File: src/rtl/i2c_wb_pkg.sv
// Shared definitions for the OpenCores i2c_master_top register map.
// Used by the arbiter and by every requester FSM that talks to the core.
package i2c_wb_pkg;

    localparam logic [2:0] ADR_PRERLO = 3'd0;
    localparam logic [2:0] ADR_PRERHI = 3'd1;
    localparam logic [2:0] ADR_CTR    = 3'd2;
    localparam logic [2:0] ADR_TXR    = 3'd3;
    localparam logic [2:0] ADR_RXR    = 3'd3;
    localparam logic [2:0] ADR_CR     = 3'd4;
    localparam logic [2:0] ADR_SR     = 3'd4;

    localparam int CR_STA  = 7;
    localparam int CR_STO  = 6;
    localparam int CR_RD   = 5;
    localparam int CR_WR   = 4;
    localparam int CR_NACK = 3;
    localparam int CR_IACK = 0;

    localparam int SR_RXACK = 7;
    localparam int SR_BUSY  = 6;
    localparam int SR_AL    = 5;
    localparam int SR_TIP   = 1;
    localparam int SR_IF    = 0;

    // CR value that issues a bare STOP condition
    localparam logic [7:0] CMD_STOP = 8'h40;

endpackage

File: src/rtl/i2c_rr_pick.sv
// Combinational round-robin picker: first requesting index strictly after
// `last`, wrapping around, reported as one-hot and as an index.
module i2c_rr_pick
    import i2c_wb_pkg::*;
#(
    parameter int NREQ = 2,
    parameter int IW   = (NREQ > 1) ? $clog2(NREQ) : 1
) (
    input  logic [NREQ-1:0] req,
    input  logic [IW-1:0]   last,
    output logic [NREQ-1:0] pick,
    output logic [IW-1:0]   pick_idx
);

    logic found;

    always_comb begin
        pick     = '0;
        pick_idx = '0;
        found    = 1'b0;
        // Indices above `last` first, then wrap to the low indices
        for (int j = 0; j < NREQ; j++) begin
            if (!found && req[j] && (j > int'(last))) begin
                found    = 1'b1;
                pick[j]  = 1'b1;
                pick_idx = IW'(j);
            end
        end
        for (int j = 0; j < NREQ; j++) begin
            if (!found && req[j] && (j <= int'(last))) begin
                found    = 1'b1;
                pick[j]  = 1'b1;
                pick_idx = IW'(j);
            end
        end
    end

endmodule

File: src/rtl/i2c_wb_arbiter.sv
// Round-robin owner arbiter in front of one i2c_master_top Wishbone port,
// with a watchdog that reclaims a stalled owner and sends STOP to the core.
module i2c_wb_arbiter
    import i2c_wb_pkg::*;
#(
    parameter int          NREQ    = 2,
    parameter logic [15:0] TIMEOUT = 16'd50000
) (
    input  logic              clk,
    input  logic              arstn,
    input  logic [NREQ-1:0]   req_cyc,
    input  logic [NREQ-1:0]   req_we,
    input  logic [3*NREQ-1:0] req_adr,
    input  logic [8*NREQ-1:0] req_dat,
    input  logic [NREQ-1:0]   req_lock,
    output logic [NREQ-1:0]   req_ack,
    output logic [7:0]        req_rdat,
    output logic [NREQ-1:0]   gnt,
    output logic              m_cyc,
    output logic              m_we,
    output logic [2:0]        m_adr,
    output logic [7:0]        m_dat,
    input  logic              m_ack,
    input  logic [7:0]        m_rdat,
    output logic              timeout_o
);

    localparam int IW = (NREQ > 1) ? $clog2(NREQ) : 1;

    localparam logic [1:0] IDLE      = 2'd0;
    localparam logic [1:0] OWN       = 2'd1;
    localparam logic [1:0] ABORT_WR  = 2'd2;
    localparam logic [1:0] ABORT_ACK = 2'd3;

    logic [1:0]      state;
    logic [IW-1:0]   last;
    logic            busy;
    logic [15:0]     wd_cnt;
    logic [NREQ-1:0] pick;
    logic [IW-1:0]   pick_idx;
    logic            own_cyc;
    logic            own_we;
    logic            own_lock;
    logic [2:0]      own_adr;
    logic [7:0]      own_dat;
    logic            fwd;
    logic            release_own;
    logic            wd_fire;

    i2c_rr_pick #(.NREQ(NREQ), .IW(IW)) u_pick (
        .req      (req_cyc | req_lock),
        .last     (last),
        .pick     (pick),
        .pick_idx (pick_idx)
    );

    // gnt is one-hot in OWN and zero elsewhere, so it doubles as the owner select
    always_comb begin
        own_cyc  = 1'b0;
        own_we   = 1'b0;
        own_lock = 1'b0;
        own_adr  = '0;
        own_dat  = '0;
        for (int i = 0; i < NREQ; i++) begin
            if (gnt[i]) begin
                own_cyc  = req_cyc[i];
                own_we   = req_we[i];
                own_lock = req_lock[i];
                own_adr  = req_adr[3*i +: 3];
                own_dat  = req_dat[8*i +: 8];
            end
        end
    end

    assign fwd         = (state == OWN) && own_cyc;
    assign release_own = !own_cyc && !own_lock && !busy;
    assign wd_fire     = (TIMEOUT != 16'd0) && (wd_cnt == TIMEOUT) && !busy;

    always_comb begin
        m_cyc = 1'b0;
        m_we  = 1'b0;
        m_adr = '0;
        m_dat = '0;
        case (state)
            OWN: begin
                m_cyc = own_cyc;
                m_we  = own_cyc & own_we;
                m_adr = own_cyc ? own_adr : 3'd0;
                m_dat = own_cyc ? own_dat : 8'd0;
            end
            ABORT_WR: begin
                m_cyc = 1'b1;
                m_we  = 1'b1;
                m_adr = ADR_CR;
                m_dat = CMD_STOP;
            end
            default: ;
        endcase
    end

    assign req_ack   = (state == OWN) ? (gnt & {NREQ{m_ack}}) : '0;
    assign req_rdat  = m_rdat;
    assign timeout_o = (state == ABORT_ACK) && m_ack;

    always_ff @(posedge clk or negedge arstn) begin
        if (!arstn) begin
            state  <= IDLE;
            gnt    <= '0;
            last   <= IW'(NREQ - 1);
            busy   <= 1'b0;
            wd_cnt <= '0;
        end else begin
            if (m_ack)
                busy <= 1'b0;
            else if (fwd)
                busy <= 1'b1;

            case (state)
                IDLE: begin
                    wd_cnt <= '0;
                    if (|pick) begin
                        gnt   <= pick;
                        last  <= pick_idx;
                        state <= OWN;
                    end
                end
                OWN: begin
                    // Saturating idle counter; any forwarded cycle restarts it
                    if (fwd)
                        wd_cnt <= '0;
                    else if (wd_cnt != TIMEOUT)
                        wd_cnt <= wd_cnt + 16'd1;

                    if (release_own) begin
                        gnt   <= '0;
                        state <= IDLE;
                    end else if (wd_fire) begin
                        gnt   <= '0;
                        state <= ABORT_WR;
                    end
                end
                ABORT_WR:  state <= ABORT_ACK;
                ABORT_ACK: if (m_ack) state <= IDLE;
                default:   state <= IDLE;
            endcase
        end
    end

endmodule

File: config.mk
export PLATFORM = sky130hd
export DESIGN_NAME = i2c_wb_arbiter
export DESIGN_NICKNAME = d
export VERILOG_FILES = /design/src/rtl/i2c_wb_pkg.sv /design/src/rtl/i2c_rr_pick.sv /design/src/rtl/i2c_wb_arbiter.sv
export SDC_FILE = /design/constraint.sdc
export NUM_CORES = 1
export LEC_CHECK = 0
export ABC_CLOCK_PERIOD_IN_PS = 4700
export BUFFER_PORTS_ARGS = -buffer_cell sky130_fd_sc_hd__buf_4
export CAP_MARGIN = 20
export CORE_MARGIN = 5
export CORE_UTILIZATION = 53
export CTS_CLUSTER_DIAMETER = 120
export CTS_CLUSTER_SIZE = 8
export DETAILED_ROUTE_END_ITERATION = 16
export GPL_TIMING_DRIVEN = 1
export HOLD_SLACK_MARGIN = 0.08
export PLACE_DENSITY = 0.95
export SETUP_SLACK_MARGIN = 0.05
export SYNTH_ARGS = -nofsm -noshare
export SYNTH_HDL_FRONTEND = slang
export SYNTH_SLANG_ARGS = --single-unit
File: constraint.sdc
create_clock -name clk -period 4.7 [get_ports clk]
set_input_delay 0.47 -clock clk [delete_from_list [all_inputs] [get_ports clk]]
set_output_delay 0.47 -clock clk [all_outputs]
set_load 0.02 [all_outputs]
## Word-level counts from Yosys, hierarchy flattened

Index checks and enable logic that the tools add are counted.
W data, S select, Z words.

| storage, ports and cells | value |
|---|---|
| bits in read-only memories | 0 |
| output and inout bits | 26 |
| logic and storage cells | 79 |
| bits in writable memories | 0 |
| bits of input ports | 39 |
| register bits after elaboration | 22 |
| latch bits | 0 |
| memories kept | 0 |

| operators by class | value |
|---|---|
| $add $sub $neg | 1 |
| bitwise operators | 3 |
| magnitude comparators | 2 |
| multipliers | 0 |
| reductions and logical operators | 22 |
| equality and inequality tests | 9 |
| div/mod/pow operators | 0 |
| mux-type cells | 37 |
| shift operators | 0 |

Operators with widths:

| operator | number |
|---|---|
| $mux W16 | 2 |
| $pmux W16 S2 | 1 |
| $mux W8 | 3 |
| $add A16 B1 Y16 const B | 1 |
| $eq A16 B16 Y1 const B | 1 |
| $mux W2 | 8 |
| $ne A16 B16 Y1 const B | 1 |
| $pmux W8 S2 | 1 |
| $mux W1 | 14 |
| $logic_and A1 B1 Y1 | 9 |
| $mux W3 | 3 |
| $pmux W2 S4 | 1 |
| $pmux W3 S2 | 1 |
| $reduce_and A3 Y1 | 2 |
| $logic_not A1 Y1 | 5 |
| $eq A2 B2 Y1 const B | 2 |
| $ne A2 B2 Y1 const B | 2 |
| $pmux W1 S2 | 2 |
| $pmux W2 S2 | 1 |
| $reduce_and A2 Y1 | 2 |
| $reduce_bool A2 Y1 | 2 |
| $ne A3 B2 Y1 const B | 1 |
| $ne A3 B3 Y1 const B | 1 |
| $and A2 B2 Y2 | 1 |
| other kinds (7) | 7 |

## Depth between registers and ports, before layout

Gate-level depths: netlist (run 1).

| logic depth | value |
|---|---|
| depth after elaboration | 13 |
| mapped depth | 7 |
| depth with buffers taken out | 6 |

## By module

Synthesis (run 1) repeated with hierarchy kept, for this count alone.

| second synthesis, totals | value |
|---|---|
| cells, all modules | 184 |
| area, all modules | 1614.0 µm² |

Modules (own cells, without submodules):

| module | sequential area each (µm²) | instances | cells an instance | area an instance (µm²) |
|---|---|---|---|---|
| i2c_wb_arbiter | 551.8 | 1 | 180 | 1587.8 |
| i2c_rr_pick | 0.0 | 1 | 4 | 26.3 |

## Worst setup path after synthesis (run 1)

Ideal clock, no wire load.

| timing path | value |
|---|---|
| kind | register -> output |
| start point | reg (tool-made name) |
| end point | out m_we |
| buffers on the path | 1 |
| stages on the path, launching flop included | 7 |
| slack | 2527 ps |
| arrival | 1703 ps |
| data required time | 4230 ps |
| cell sequence | dfrtp_1 -> inv_1 -> ha_1 -> clkbuf_1 -> a21boi_0 -> o21ai_0 -> a21oi_1 |

RTL lines:

| item | RTL line | text |
|---|---|---|
| end, declared | i2c_wb_arbiter.sv:20 | `output logic m_we,` |

## Final worst setup path (run 1)

| timing path | value |
|---|---|
| start point | reg gnt[1] |
| end point | out m_adr[1] |

| on the way | value |
|---|---|
| word-level cells in the longest chain between the ends | 3 |
| elaborated cells between the ends (all ways) | 4 |
| those cells by class | 4 x mux |

RTL lines:

| item | RTL line | text |
|---|---|---|
| start, declared | i2c_wb_arbiter.sv:18 | `output logic [NREQ-1:0] gnt,` |
| start signal, assigned | i2c_wb_arbiter.sv:122 | `gnt <= pick;` |
| $mux W3 / $mux W1 (equally long branches) | i2c_wb_arbiter.sv:65 | `if (gnt[i]) begin` |
| $mux W3 (*) | i2c_wb_arbiter.sv:88 | `m_adr = own_cyc ? own_adr : 3'd0;` |
| $pmux W3 S2 (*) | i2c_wb_arbiter.sv:84 | `case (state)` |
| end, declared | i2c_wb_arbiter.sv:21 | `output logic [2:0] m_adr,` |

Mark *: on every way between the ends. The rest lies on a longest branch, timed or not.

==> reports/qor_table.md, run 1 <==
| Result | Value |
|:---|:---|
| Number of resized instances in the post-cts repair step | 0 |
| Number of distinct library cells after synthesis | 49 |
| Number of antenna violations at the first check in global routing | 0 |
| Final setup violation count | 0 |
| Final count of hold timing violations | 0 |
| Share of synthesized flip-flops with an asynchronous set or reset | 100.0% |
| Average wire per cell in the routed design | 15.22 um |
| VDD IR-drop max | 0.0002570 V |
| Number of top-level design ports | 65 |
| Total CTS buffers | 3 |
| Number of sinks driven by the clock tree | 22 |
| Number of warning messages in the yosys log | 0 |
| Maximum fanout count along the critical path | 23 |
| Global route total overflow | 0 |
| Die ar. | 4380 sq um |
| Most common library cell in the layout ignoring fill and taps | sky130_fd_sc_hd__buf_4 |
| Overall fraction of global-route tracks in use | 21.29% |
| Starting Density | 54.80% |
| Clock network fraction of design power | 14.4% |
| Leak Pwr | 0.8929 nW |
| Min-delay worst type | input pin to flip-flop |
| Iter 0 DRT Violations | 177 |
| RSZ-0062 raised after global routing | false |
| Worst Setup EP | m_adr[1] |
| Count of TritonRoute iterations in the first routing pass | 5 |
| Clock root cell | sky130_fd_sc_hd__clkbuf_4 |
| Launching element of the worst setup path | gnt[1] |
| Fin crit share | 55.75% |
| Area after DPL | 1991 sq um |
| Endpoint arrival time on the critical path | 2.15 ns |
| Minimum clock period after layout | 2.620 ns |
| Drt via density | 5.860 |
| Seq/Total Area, Yosys | 32.98% |
| Standard-cell rows | 20 |
| Number of remaining DRC errors | 0 |
| Area delta synth->final | 21.76% |
| Worst-margin pin slew | 0.7359 ns |
| Total count of max-transition violations in the final report | 0 |
| Average size of a mapped cell | 8.449 sq um |
| Pin count of the biggest net entering global routing | 24 |
| Net count reported at finish | 281 |
| Dominant register cell in the synthesized netlist | sky130_fd_sc_hd__dfrtp_1 |
| Area of the core | 3053 sq um |
| Clk buf depth | 2 |
| Cell area after layout | 2037 sq um |
| Cell Area, Synth | 1673 sq um |
| Startpoint type of the worst setup path | flip-flop |
| Number of buffer cells added on primary ports | 48 |
| Status | finished clean |
| Required time of the critical path | 4.23 ns |
| Post-route setup TNS | 0 ns |
| Worst flop-to-flop path startpoint | wd_cnt[5] |
| Switching portion of total power | 42.69% |
| Setup slack of the most critical reg-to-reg path | 2.48 ns |
| Clock tree from TritonCTS | built |
| Global-route wire length before repair | 7.334 mm |
| Share of cells above drive strength 1 | 26.38% |
| Clock latency on the worst-skew pair | 0.30 ns |
| Number of enable flip-flop cells after synthesis | 0 |
| Fraction of power consumed by sequential logic | 37.6% |
| Gate count of the mapped netlist | 198 |
| Int Power | 0.4051 mW |
| Clock tree skew after final layout | 0.004896 ns |
| Capture instance of the worst register-to-register path | gnt[0] |
| CTS Hold Bufs | 1 |
| Die Height | 66.18 um |
| Max_slew headroom | 50.84% |
| DPL Wire Length | 3.343 mm |
| Portion of total power attributed to combinational logic | 48.0% |
| Post-synth net total | 243 |
| Number of synthesized register bits | 22 |
| RePlAce Congestion | 0.8955 |
| Post-CTS Repair Setup Buffers | 0 |
| Max Clk Rate | 381.6 MHz |
| Vias post-DR | 1635 |
| Routed Antenna Nets | 0 |
| Class of the most critical setup path | flip-flop to output pin |
| H-tree depth reported by CTS | 1 |
| Leading cell types in the layout, fill and taps excluded | sky130_fd_sc_hd__buf_4 (48), sky130_fd_sc_hd__nor2_1 (25), sky130_fd_sc_hd__dfrtp_1 (21), sky130_fd_sc_hd__o21ai_0 (11) |
| Register clock-pin slew on the reported worst setup and hold paths | 0.12 ns |
| Depth of the most critical reg-to-reg path | 4 |
| Critical Path End Type | output pin |
| Power per standard cell area | 347.0 nW/um^2 |
| Count of max-cap constraint violations | 0 |
| Number of global-route vias before repair | 1564 |
| Switching power | 0.3017 mW |
| Total length of routed wires | 4.247 mm |
| Floorplan die width | 66.18 um |
| Antenna Cells | 0 |
==> layout make-up <==
type	instances	area, sq um
sequential	22	551.8
multi-input combinational	153	997.2
fill	246	1016
inverter	7	26.28
tap	44	55.05
clock buffer	4	36.28
timing repair buffer	49	370.4
==> worst max-delay path, stage by stage (launching register included) <==
cell and delay, ns:
sky130_fd_sc_hd__dfrtp_1 0.63, sky130_fd_sc_hd__nand3b_1 0.32, sky130_fd_sc_hd__a21boi_0 0.30, sky130_fd_sc_hd__nand2_1 0.26
sky130_fd_sc_hd__nor2_1 0.18, sky130_fd_sc_hd__buf_4 0.16
==> cells by family after synthesis <==
logic type      Yosys count  synth area share, %
fa+ha+maj                 6                4.488
xor+xnor                  6                3.141
simple gates             89                29.24
buf+inv                  23                7.405
compound gates           52                22.74
flops                    22                32.98
==> power groups by stage <==
stage	clock network [mW]	logic (mW)	registers, mW
2_1_floorplan	0	0.258	0.259
3_3_place_gp	0	0.325	0.268
3_5_place_dp	0	0.334	0.270
4_1_cts	0.105	0.337	0.266
5_1_grt	0.116	0.378	0.273
6_report	0.102	0.339	0.266
==> Yosys cell counts (2+ instances only) <==
master	n	share of area [%]
sky130_fd_sc_hd__dfrtp_1	21	31
sky130_fd_sc_hd__xor2_1	2	1.0
sky130_fd_sc_hd__a31oi_1	2	0.75
sky130_fd_sc_hd__buf_4	8	3.6
sky130_fd_sc_hd__a21oi_1	8	2.4
sky130_fd_sc_hd__nor4_1	6	2.2
sky130_fd_sc_hd__and3_1	5	1.9
sky130_fd_sc_hd__nor2_1	25	5.6
sky130_fd_sc_hd__o211ai_1	3	1.3
sky130_fd_sc_hd__nand4_1	4	1.5
sky130_fd_sc_hd__nand3_1	9	2.7
sky130_fd_sc_hd__and2_1	3	1.1
sky130_fd_sc_hd__inv_1	7	1.6
sky130_fd_sc_hd__nor2b_1	5	1.9
sky130_fd_sc_hd__a21o_1	2	0.90
sky130_fd_sc_hd__or3_1	4	1.5
sky130_fd_sc_hd__nand2_1	9	2.0
sky130_fd_sc_hd__nand3b_1	2	0.90
sky130_fd_sc_hd__a221oi_1	2	1.0
sky130_fd_sc_hd__or4_4	2	1.3
sky130_fd_sc_hd__clkbuf_1	7	1.6
sky130_fd_sc_hd__a22oi_1	9	4.0
sky130_fd_sc_hd__nor3_1	4	1.2
sky130_fd_sc_hd__and3b_1	3	1.6
sky130_fd_sc_hd__xnor2_1	4	2.1
sky130_fd_sc_hd__or2_2	3	1.1
sky130_fd_sc_hd__ha_1	6	4.5
sky130_fd_sc_hd__o21ai_0	11	3.3
sky130_fd_sc_hd__o41ai_2	2	1.9
==> how the worst min path moves through the flow <==
stage | from | to | slack, ns | cells after the start
after floorplan | arstn | asynchronous set/reset pin | 0.17 | 0
after global placement | arstn | wd_cnt[6] | 0.37 | 1
after detailed placement | arstn | wd_cnt[6] | 0.37 | 1
after CTS | m_ack | busy | 0.33 | 2
after global routing | m_ack | busy | 0.33 | 2
final | m_ack | busy | 0.34 | 2
==> stage by stage <==
step / std cells / hold WS, ns / util [%] / power, mW / worst slack [ns]
after global placement: 274 / 0.3675 / 65.20 / 0.5940 / 2.503
after detailed placement: 274 / 0.3711 / 65.20 / 0.6033 / 2.452
final: 279 / 0.3440 / 66.72 / 0.7068 / 2.080
after CTS: 279 / 0.3313 / 66.72 / 0.7081 / 2.096
after global routing: 279 / 0.3268 / 66.72 / 0.7669 / 1.728
after floorplan: 198 / 0.1744 / - / 0.5173 / 2.527
==> flip-flops by register name, indices dropped and copies added, names as in the netlist, named ones only <==
name,flops
last,1
gnt,2
state,1
busy,1
wd_cnt,16
==> routing by layer <==
layer | vias up | GRT usage [%] | part of all wire (%)
li1 | 815 | - | -
met1 | 759 | 28.16 | 45
met2 | 53 | 34.82 | 48
met3 | 8 | 4.422 | 6.0
met4 | 0 | 6.345 | 1.7
met5 | - | 0 | 0
No activity file was read; power rests on OpenSTA's default activity.
==> run 2: changes to the inputs <==
--- a/config.mk
+++ b/config.mk
@@ -5,17 +5,18 @@
 export SDC_FILE = /design/constraint.sdc
 export NUM_CORES = 1
 export LEC_CHECK = 0
-export ABC_CLOCK_PERIOD_IN_PS = 4700
+export ABC_AREA = 1
+export ABC_CLOCK_PERIOD_IN_PS = 2500
 export BUFFER_PORTS_ARGS = -buffer_cell sky130_fd_sc_hd__buf_4
 export CAP_MARGIN = 20
 export CORE_MARGIN = 5
-export CORE_UTILIZATION = 53
+export CORE_UTILIZATION = 51
 export CTS_CLUSTER_DIAMETER = 120
 export CTS_CLUSTER_SIZE = 8
 export DETAILED_ROUTE_END_ITERATION = 16
 export GPL_TIMING_DRIVEN = 1
 export HOLD_SLACK_MARGIN = 0.08
-export PLACE_DENSITY = 0.95
+export PLACE_DENSITY = 0.91
 export SETUP_SLACK_MARGIN = 0.05
 export SYNTH_ARGS = -nofsm -noshare
 export SYNTH_HDL_FRONTEND = slang
==> constraint.sdc (replaced) <==
create_clock -name clk -period 2.5 [get_ports clk]
set_input_delay 0.25 -clock clk [delete_from_list [all_inputs] [get_ports clk]]
set_output_delay 0.25 -clock clk [all_outputs]
set_load 0.02 [all_outputs]
==> run 2 against run 1 <==
Effect of this change: total power rose by 130%; combinational power grew to 2.7 times the previous value; non-clock buffer count rose by 1; global-route usage shrank 1.3 points; critical endpoint is now m_adr[2]; sequential power rose by 85%; via count increased by 20%; sequential cell count is the same; count of clock-buffer cells in the layout unchanged; first-iteration DRC count decreased by 16%; sequential share of layout area decreased by 3.0 points; clock power grew 140%; wire length grew 21%.
==> reports/qor_table.md, run 2 <==
| Result | Value | Delta |
|:---|:---|:---|
| Number of buffer cells added on primary ports | 48 | unchanged |
| Maximum fanout count along the critical path | 17 | -26% |
| Count of max-cap constraint violations | 0 | unchanged |
| Share of synthesized flip-flops with an asynchronous set or reset | 100.0% | unchanged |
| Iter 0 DRT Violations | 148 | -16% |
| Post-synth net total | 322 | +33% |
| Count of TritonRoute iterations in the first routing pass | 4 | -1 |
| Number of distinct library cells after synthesis | 31 | -37% |
| RePlAce Congestion | 0.9946 | +11% |
| Most instantiated library cell after synthesis | sky130_fd_sc_hd__nand2_1 |  |
| Status | finished clean |  |
| Number of enable flip-flop cells after synthesis | 0 | unchanged |
| Power per standard cell area | 717.4 nW/um^2 | +110% |
| Number of top-level design ports | 65 | unchanged |
| Drt via density | 5.367 | -8.4% |
| Final setup violation count | 0 | unchanged |
| Minimum clock period after layout | 2.196 ns |  |
| Global-route wire length before repair | 8.342 mm | +14% |
| Routed met1 length | 2.049 mm | +8.1% |
| Number of instances in the placed design | 360 | +31% |
| Average size of a mapped cell | 6.911 sq um | -18% |
| Number of flip-flops in the largest register | 16 | unchanged |
| Standard-cell rows | 22 | +10% |
| Largest area contributor in the synthesized netlist | sky130_fd_sc_hd__dfrtp_1 |  |
| Critical Path End Type | output pin |  |
| Worst-margin pin slew | 0.5024 ns | -0.2335 ns |
| Top sig layer | met4 |  |
| Largest cells by area after synthesis | sky130_fd_sc_hd__dfrtp_1 (27%), sky130_fd_sc_hd__nand2_1 (12%), sky130_fd_sc_hd__nor2_1 (6.7%), sky130_fd_sc_hd__inv_1 (6.5%), sky130_fd_sc_hd__nand3_1 (6.0%) |  |
| Pin count of the biggest net entering global routing | 23 | -4.2% |
| Fin crit share | 87.85% |  |
| Global route total overflow | 0 | unchanged |
| Area of the core | 3661 sq um | +20% |
| Number of remaining DRC errors | 0 | unchanged |
| Total length of routed wires | 5.147 mm | +21% |
| Post-CTS Repair Setup Buffers | 0 | unchanged |
| Starting Density | 52.29% | -2.5 points |
| Area delta synth->final | 19.74% |  |
| Dominant register cell in the synthesized netlist | sky130_fd_sc_hd__dfrtp_1 |  |
| CTS Hold Bufs | 1 | unchanged |
| Number of global-route vias before repair | 1879 | +20% |
| Register clock-pin slew on the reported worst setup and hold paths | 0.09 ns | -0.03 ns |
| Seq/Total Area, Yosys | 28.82% | -4.2 points |
| Die Height | 71.27 um | +7.7% |
| Class of the most critical setup path | flip-flop to output pin |  |
| Overall fraction of global-route tracks in use | 19.98% | -1.3 points |
| Clk buf depth | 2 | unchanged |
| Leading cell types in the layout, fill and taps excluded | sky130_fd_sc_hd__nand2_1 (60), sky130_fd_sc_hd__buf_4 (49), sky130_fd_sc_hd__nor2_1 (34), sky130_fd_sc_hd__inv_1 (33), sky130_fd_sc_hd__nand3_1 (23) |  |
| H-tree depth reported by CTS | 1 | unchanged |
| VDD IR-drop max | 0.0003581 V | +39% |
| Finished Layout Cells | 365 | +31% |
| Largest regs | wd_cnt: 16 flops, gnt: 2 flops |  |
| Startpoint type of the worst setup path | flip-flop |  |
| Synth top area share | 27.45% | -4.0 points |
| Number of sinks driven by the clock tree | 22 | unchanged |
| Share of cells above drive strength 1 | 27.44% | +1.1 points |
| Number of resized instances in the post-cts repair step | 0 | unchanged |
| Floorplan die width | 71.27 um | +7.7% |
| Total met2 wirelength after detailed routing | 2.396 mm | +18% |
| Number of warning messages in the yosys log | 0 | unchanged |
| Register with the highest flop count | wd_cnt |  |
| Number of antenna violations at the first check in global routing | 0 | unchanged |
| Required time of the critical path | 2.25 ns | -1.98 ns |
| Leak Pwr | 1.154 nW | +29% |
| Max Clk Rate | 455.3 MHz |  |
| Most frequent cells after synthesis | sky130_fd_sc_hd__nand2_1 (60), sky130_fd_sc_hd__nor2_1 (34), sky130_fd_sc_hd__inv_1 (33) |  |
| Total CTS buffers | 3 | unchanged |
| Final count of hold timing violations | 0 | unchanged |
| Clock tree from TritonCTS | built |  |
| Clock root cell | sky130_fd_sc_hd__clkbuf_8 |  |
| Net count reported at finish | 363 | +29% |
| Min-delay worst type | input pin to flip-flop |  |
| Number of synthesized register bits | 22 | unchanged |
| Routed wire length on met3 | 604 um | +140% |
| Post-route setup TNS | 0 ns | unchanged |
| Average wire per cell in the routed design | 14.10 um | -7.4% |
| Die ar. | 5079 sq um | +16% |
| Endpoint arrival time on the critical path | 1.95 ns | -0.20 ns |
| DPL Wire Length | 4.021 mm | +20% |
| Gate count of the mapped netlist | 277 | +40% |
| Clock latency on the worst-skew pair | 0.27 ns | -0.03 ns |
| Most common library cell in the layout ignoring fill and taps | sky130_fd_sc_hd__nand2_1 |  |
| Routed Antenna Nets | 0 | unchanged |
| Clock tree skew after final layout | 0.008477 ns | +0.003581 ns |
| Vias post-DR | 1959 | +20% |
| Antenna Cells | 0 | unchanged |
| Total count of max-transition violations in the final report | 0 | unchanged |
| RSZ-0062 raised after global routing | false |  |
| Max_slew headroom | 66.51% | +16 points |
| Cell Area, Synth | 1914 sq um | +14% |
## run 2: cell types whose count changed after synthesis, sizes merged, moves of 7 or more
cell	change
nand2	+66
inv	+32
clkbuf	-7
nor2	+10
nand3	+14
nand4	+7
o21ai	+11
## run 2: report_power, final
group / switching [mW] / internal, mW
sequential: 0.0779 / 0.414
clock: 0.127 / 0.114
combinational: 0.597 / 0.314
## run 2: cell families (layout without fill, tap and decap cells)
| group | after synthesis | after routing | synth area share [%] |
|---|---|---|---|
| buffers and inverters | 54 | 94 | 13.53 |
| AOI/OAI and AO/OA | 42 | 42 | 15.03 |
| DFF | 22 | 22 | 28.82 |
| adders and majority gates | 6 | 6 | 3.921 |
| and+or+nand+nor | 150 | 150 | 37.32 |
| xor gates and xnor gates | 3 | 3 | 1.373 |
## run 2: layer usage
metal,vias to the layer above,global-route usage (%)
met5,-,0
met4,0,5.846
met3,13,5.330
met2,96,34.29
met1,873,24.48
li1,977,-
## run 2: area by class of cell
| class | count | area (sq um) |
|---|---|---|
| fill | 317 | 1369 |
| timing repair buffer | 50 | 377.9 |
| inverter | 40 | 153.9 |
| sequential | 22 | 551.8 |
| multi-input combinational | 201 | 1104 |
| clock buffer | 4 | 45.04 |
| tap | 48 | 60.06 |
## run 2: per-stage QoR
step	utilization, %	instance area, sq um	setup WS (ns)	hold slack (ns)	total power [mW]
floorplan	-	1914	0.7361	-0.04559	1.210
global placement	61.11	2237	0.6401	0.1568	1.372
detailed placement	61.11	2237	0.5697	0.1606	1.406
CTS	62.61	2292	0.3031	0.1392	1.645
global route	62.61	2292	0.1089	0.1407	1.767
finish	62.61	2292	0.3038	0.1346	1.645
## run 2: critical path, stage by stage (launching register included)
cell	delay, ns
sky130_fd_sc_hd__dfrtp_1	0.57
sky130_fd_sc_hd__inv_2	0.16
sky130_fd_sc_hd__nand2_4	0.06
sky130_fd_sc_hd__inv_4	0.13
sky130_fd_sc_hd__nand2_4	0.08
sky130_fd_sc_hd__nand2_8	0.09
sky130_fd_sc_hd__nand2_4	0.10
sky130_fd_sc_hd__inv_2	0.09
sky130_fd_sc_hd__o21ai_2	0.07
sky130_fd_sc_hd__a21oi_1	0.16
sky130_fd_sc_hd__buf_4	0.17
## run 2: final timing paths
kind | startpoint | cells past startpoint | slack [ns] | to
worst max-delay path | gnt[1] | 10 | 0.30 | m_adr[2]
worst min-delay path | m_ack | 2 | 0.13 | busy
worst max register to register | flip-flop | 9 | 0.55 | wd_cnt[9]
worst min register to register | last | 2 | 0.51 | last
max in group asynchronous | arstn | 2 | 1.83 | last
min in group asynchronous | arstn | 2 | 0.38 | wd_cnt[14]
==> run 3: changes to the inputs <==
--- a/config.mk
+++ b/config.mk
@@ -7,16 +7,16 @@
 export LEC_CHECK = 0
 export ABC_AREA = 1
 export ABC_CLOCK_PERIOD_IN_PS = 2500
-export BUFFER_PORTS_ARGS = -buffer_cell sky130_fd_sc_hd__buf_4
 export CAP_MARGIN = 20
 export CORE_MARGIN = 5
-export CORE_UTILIZATION = 51
+export CORE_UTILIZATION = 60
 export CTS_CLUSTER_DIAMETER = 120
 export CTS_CLUSTER_SIZE = 8
 export DETAILED_ROUTE_END_ITERATION = 16
+export DONT_BUFFER_PORTS = 1
 export GPL_TIMING_DRIVEN = 1
 export HOLD_SLACK_MARGIN = 0.08
-export PLACE_DENSITY = 0.91
+export PLACE_DENSITY = 0.86
 export SETUP_SLACK_MARGIN = 0.05
 export SYNTH_ARGS = -nofsm -noshare
 export SYNTH_HDL_FRONTEND = slang
==> run 3 against run 2 <==
Effect of this change: non-clock buffer count fell by 44; sequential share of layout area rose by 3.9 points; setup slack got worse by 0.011 ns; core utilization rose by 2.1 points; global-route usage rose by 0.63 points; clock power rose by 13%.
==> reports/qor_table.md, run 3 (synthesis results as in run 2) <==
| Result | Value | Delta |
|:---|:---|:---|
| Min-delay worst type | input pin to flip-flop |  |
| Max_slew headroom | 65.17% | -1.3 points |
| Fin crit share | 88.30% | +0.45 points |
| Area of the core | 3053 sq um | -17% |
| Worst-margin pin slew | 0.5208 ns | +0.01840 ns |
| H-tree depth reported by CTS | 1 | unchanged |
| Worst-path cell chain | nand2_4, inv_4, nand2_4, nand2_8, nand2_4, inv_2, o21ai_2, a21oi_1 |  |
| Area delta synth->final | 3.137% |  |
| Register with the highest flop count | wd_cnt |  |
| Iter 0 DRT Violations | 121 | -18% |
| Minimum clock period after layout | 2.208 ns | +0.01133 ns |
| Drt via density | 5.760 | +7.3% |
| Average wire per cell in the routed design | 14.08 um | -0.16% |
| Endpoint arrival time on the critical path | 1.96 ns | about the same |
| Required time of the critical path | 2.25 ns | about the same |
| Max Clk Rate | 453.0 MHz | -0.51% |
| Clock latency on the worst-skew pair | 0.31 ns | +0.04 ns |
| Clock network fraction of design power | 17.1% | +2.4 points |
| VDD IR-drop max | 0.0004238 V | +18% |
| Stage delay of the slowest cell on the critical path | 0.57 ns | about the same |
| Global route total overflow | 0 | unchanged |
| Number of global-route vias before repair | 1615 | -14% |
| Master of the slowest instance on the critical path | sky130_fd_sc_hd__dfrtp_1 |  |
| Share of cells above drive strength 1 | 15.75% | -12 points |
| Count of TritonRoute iterations in the first routing pass | 4 | unchanged |
| Int Power | 0.8311 mW | -1.3% |
| Floorplan die width | 66.49 um | -6.7% |
| Class of the most critical setup path | flip-flop to output pin |  |
| Portion of total power attributed to combinational logic | 52.9% | -2.5 points |
| Switching portion of total power | 47.83% | -0.95 points |
| Global-route wire length before repair | 7.162 mm | -14% |
| Clk buf depth | 2 | unchanged |
| RSZ-0062 raised after global routing | false |  |
| DPL Wire Length | 3.469 mm | -14% |
| Clock root cell | sky130_fd_sc_hd__clkbuf_4 |  |
| Maximum fanout count along the critical path | 14 | -3 |
| Number of flip-flops in the largest register | 16 | unchanged |
| Most common library cell in the layout ignoring fill and taps | sky130_fd_sc_hd__nand2_1 |  |
| Pin count of the biggest net entering global routing | 23 | unchanged |
| Total length of routed wires | 4.463 mm | -13% |
| Count of max-cap constraint violations | 0 | unchanged |
| Final count of hold timing violations | 0 | unchanged |
| Clock tree skew after final layout | 0.007560 ns | -0.0009166 ns |
| Standard-cell rows | 20 | -9.1% |
| Leak Pwr | 0.9398 nW | -19% |
| Number of sinks driven by the clock tree | 22 | unchanged |
| Overall fraction of global-route tracks in use | 20.61% | +0.63 points |
| Vias post-DR | 1826 | -6.8% |
| Net count reported at finish | 319 | -12% |
| Die ar. | 4420 sq um | -13% |
| Kind of cell with the highest combined delay on the critical path | flip-flops |  |
| Leading cell types in the layout, fill and taps excluded | sky130_fd_sc_hd__nand2_1 (60), sky130_fd_sc_hd__nor2_1 (34), sky130_fd_sc_hd__inv_1 (33), sky130_fd_sc_hd__nand3_1 (23), sky130_fd_sc_hd__dfrtp_1 (21) |  |
| Total CTS buffers | 3 | unchanged |
| Antenna Cells | 0 | unchanged |
| Switching power | 0.7619 mW | -5.0% |
| RePlAce Congestion | 0.8986 | -9.7% |
| Startpoint type of the worst setup path | flip-flop |  |
| Number of remaining DRC errors | 0 | unchanged |
| Power per standard cell area | 806.8 nW/um^2 | +12% |
| Number of top-level design ports | 65 | unchanged |
| Number of antenna violations at the first check in global routing | 0 | unchanged |
| Critical Path End Type | output pin |  |
| Status | finished clean |  |
| Register clock-pin slew on the reported worst setup and hold paths | 0.12 ns | +0.03 ns |
| Final setup violation count | 0 | unchanged |
| Largest regs | wd_cnt: 16 flops, gnt: 2 flops |  |
| Number of buffer cells added on primary ports | 0 | -100% |
| Die Height | 66.49 um | -6.7% |
| Clock tree from TritonCTS | built |  |
| Post-route setup TNS | 0 ns | unchanged |
| Most Frequent Cell on Critical Path | sky130_fd_sc_hd__nand2_4 |  |
| Number of buffers and inverters on the critical path | 2 | -2 |
| Setup slack of the most critical reg-to-reg path | 0.60 ns | +0.05 ns |
| Routed Antenna Nets | 0 | unchanged |
| Starting Density | 62.70% | +10 points |
| Total count of max-transition violations in the final report | 0 | unchanged |
| Fraction of power consumed by sequential logic | 30.0% | about the same |
| Post-CTS Repair Setup Buffers | 0 | unchanged |
| Final design utilization | 64.67% | +2.1 points |
## run 3: cell types whose count changed in the layout (fill, tap and decap cells not counted), sizes merged
cell,change
dlygate4sd3,+1
bufinv,+1
clkbuf,-1
buf,-45
## run 3: repair_timing
item                      in CTS  in global routing
gates resized for setup        0                  0
hold buffers                   2                  0
hold endpoints to repair      23                  0
## run 3: worst paths after layout
check / from / end / cells after the start
max: gnt[0] / m_adr[2] / 8
min: req_cyc[0] / last / 3
max reg2reg: state[0] / wd_cnt[9] / 8
min reg2reg: last / last / 2
max in group asynchronous: arstn / busy / 2
min in group asynchronous: arstn / wd_cnt[14] / 1
## run 3: routing by layer
layer / vias to the layer above / GRT usage, % / part of all wire [%]
li1: 884 / - / -
met1: 865 / 26.62 / 43
met2: 70 / 34.82 / 49
met3: 7 / 3.879 / 7.3
met4: 0 / 5.838 / 0.85
met5: - / 0 / 0
## run 3: layout make-up
type	instances	area (sq um)
multi-input combinational	201	1104
fill	265	1079
sequential	22	551.8
inverter	40	153.9
timing repair buffer	6	57.56
tap	44	55.05
clock inverter	1	30.03
clock buffer	3	22.52
## run 3: per-stage QoR
step / power, mW / instance area (sq um) / hold slack (ns) / setup slack (ns) / instances
2_1_floorplan: 1.210 / 1914 / -0.04559 / 0.7361 / 277
3_3_place_gp: 1.279 / 1887 / -0.04488 / 0.6595 / 310
3_5_place_dp: 1.309 / 1887 / -0.04490 / 0.6371 / 310
4_1_cts: 1.598 / 1959 / 0.1915 / 0.2600 / 316
5_1_grt: 1.716 / 1974 / 0.2371 / 0.1354 / 317
6_report: 1.593 / 1974 / 0.1968 / 0.2925 / 317
## run 3: worst register-to-register path, stage by stage (launching register included)
cell and delay [ns]:
sky130_fd_sc_hd__dfrtp_1 0.46, sky130_fd_sc_hd__ha_1 0.24, sky130_fd_sc_hd__inv_1 0.36, sky130_fd_sc_hd__nand2_1 0.21
sky130_fd_sc_hd__nand2_2 0.14, sky130_fd_sc_hd__nand2_4 0.16, sky130_fd_sc_hd__inv_2 0.16, sky130_fd_sc_hd__nand2_1 0.06
sky130_fd_sc_hd__nand2_1 0.07
## run 3: power by group through the flow
stage / clock network, mW / registers (mW) / logic (mW)
after floorplan: 0 / 0.478 / 0.732
after global routing: 0.299 / 0.488 / 0.929
after global placement: 0 / 0.481 / 0.798
final: 0.272 / 0.478 / 0.843
after detailed placement: 0 / 0.485 / 0.824
after CTS: 0.282 / 0.478 / 0.838
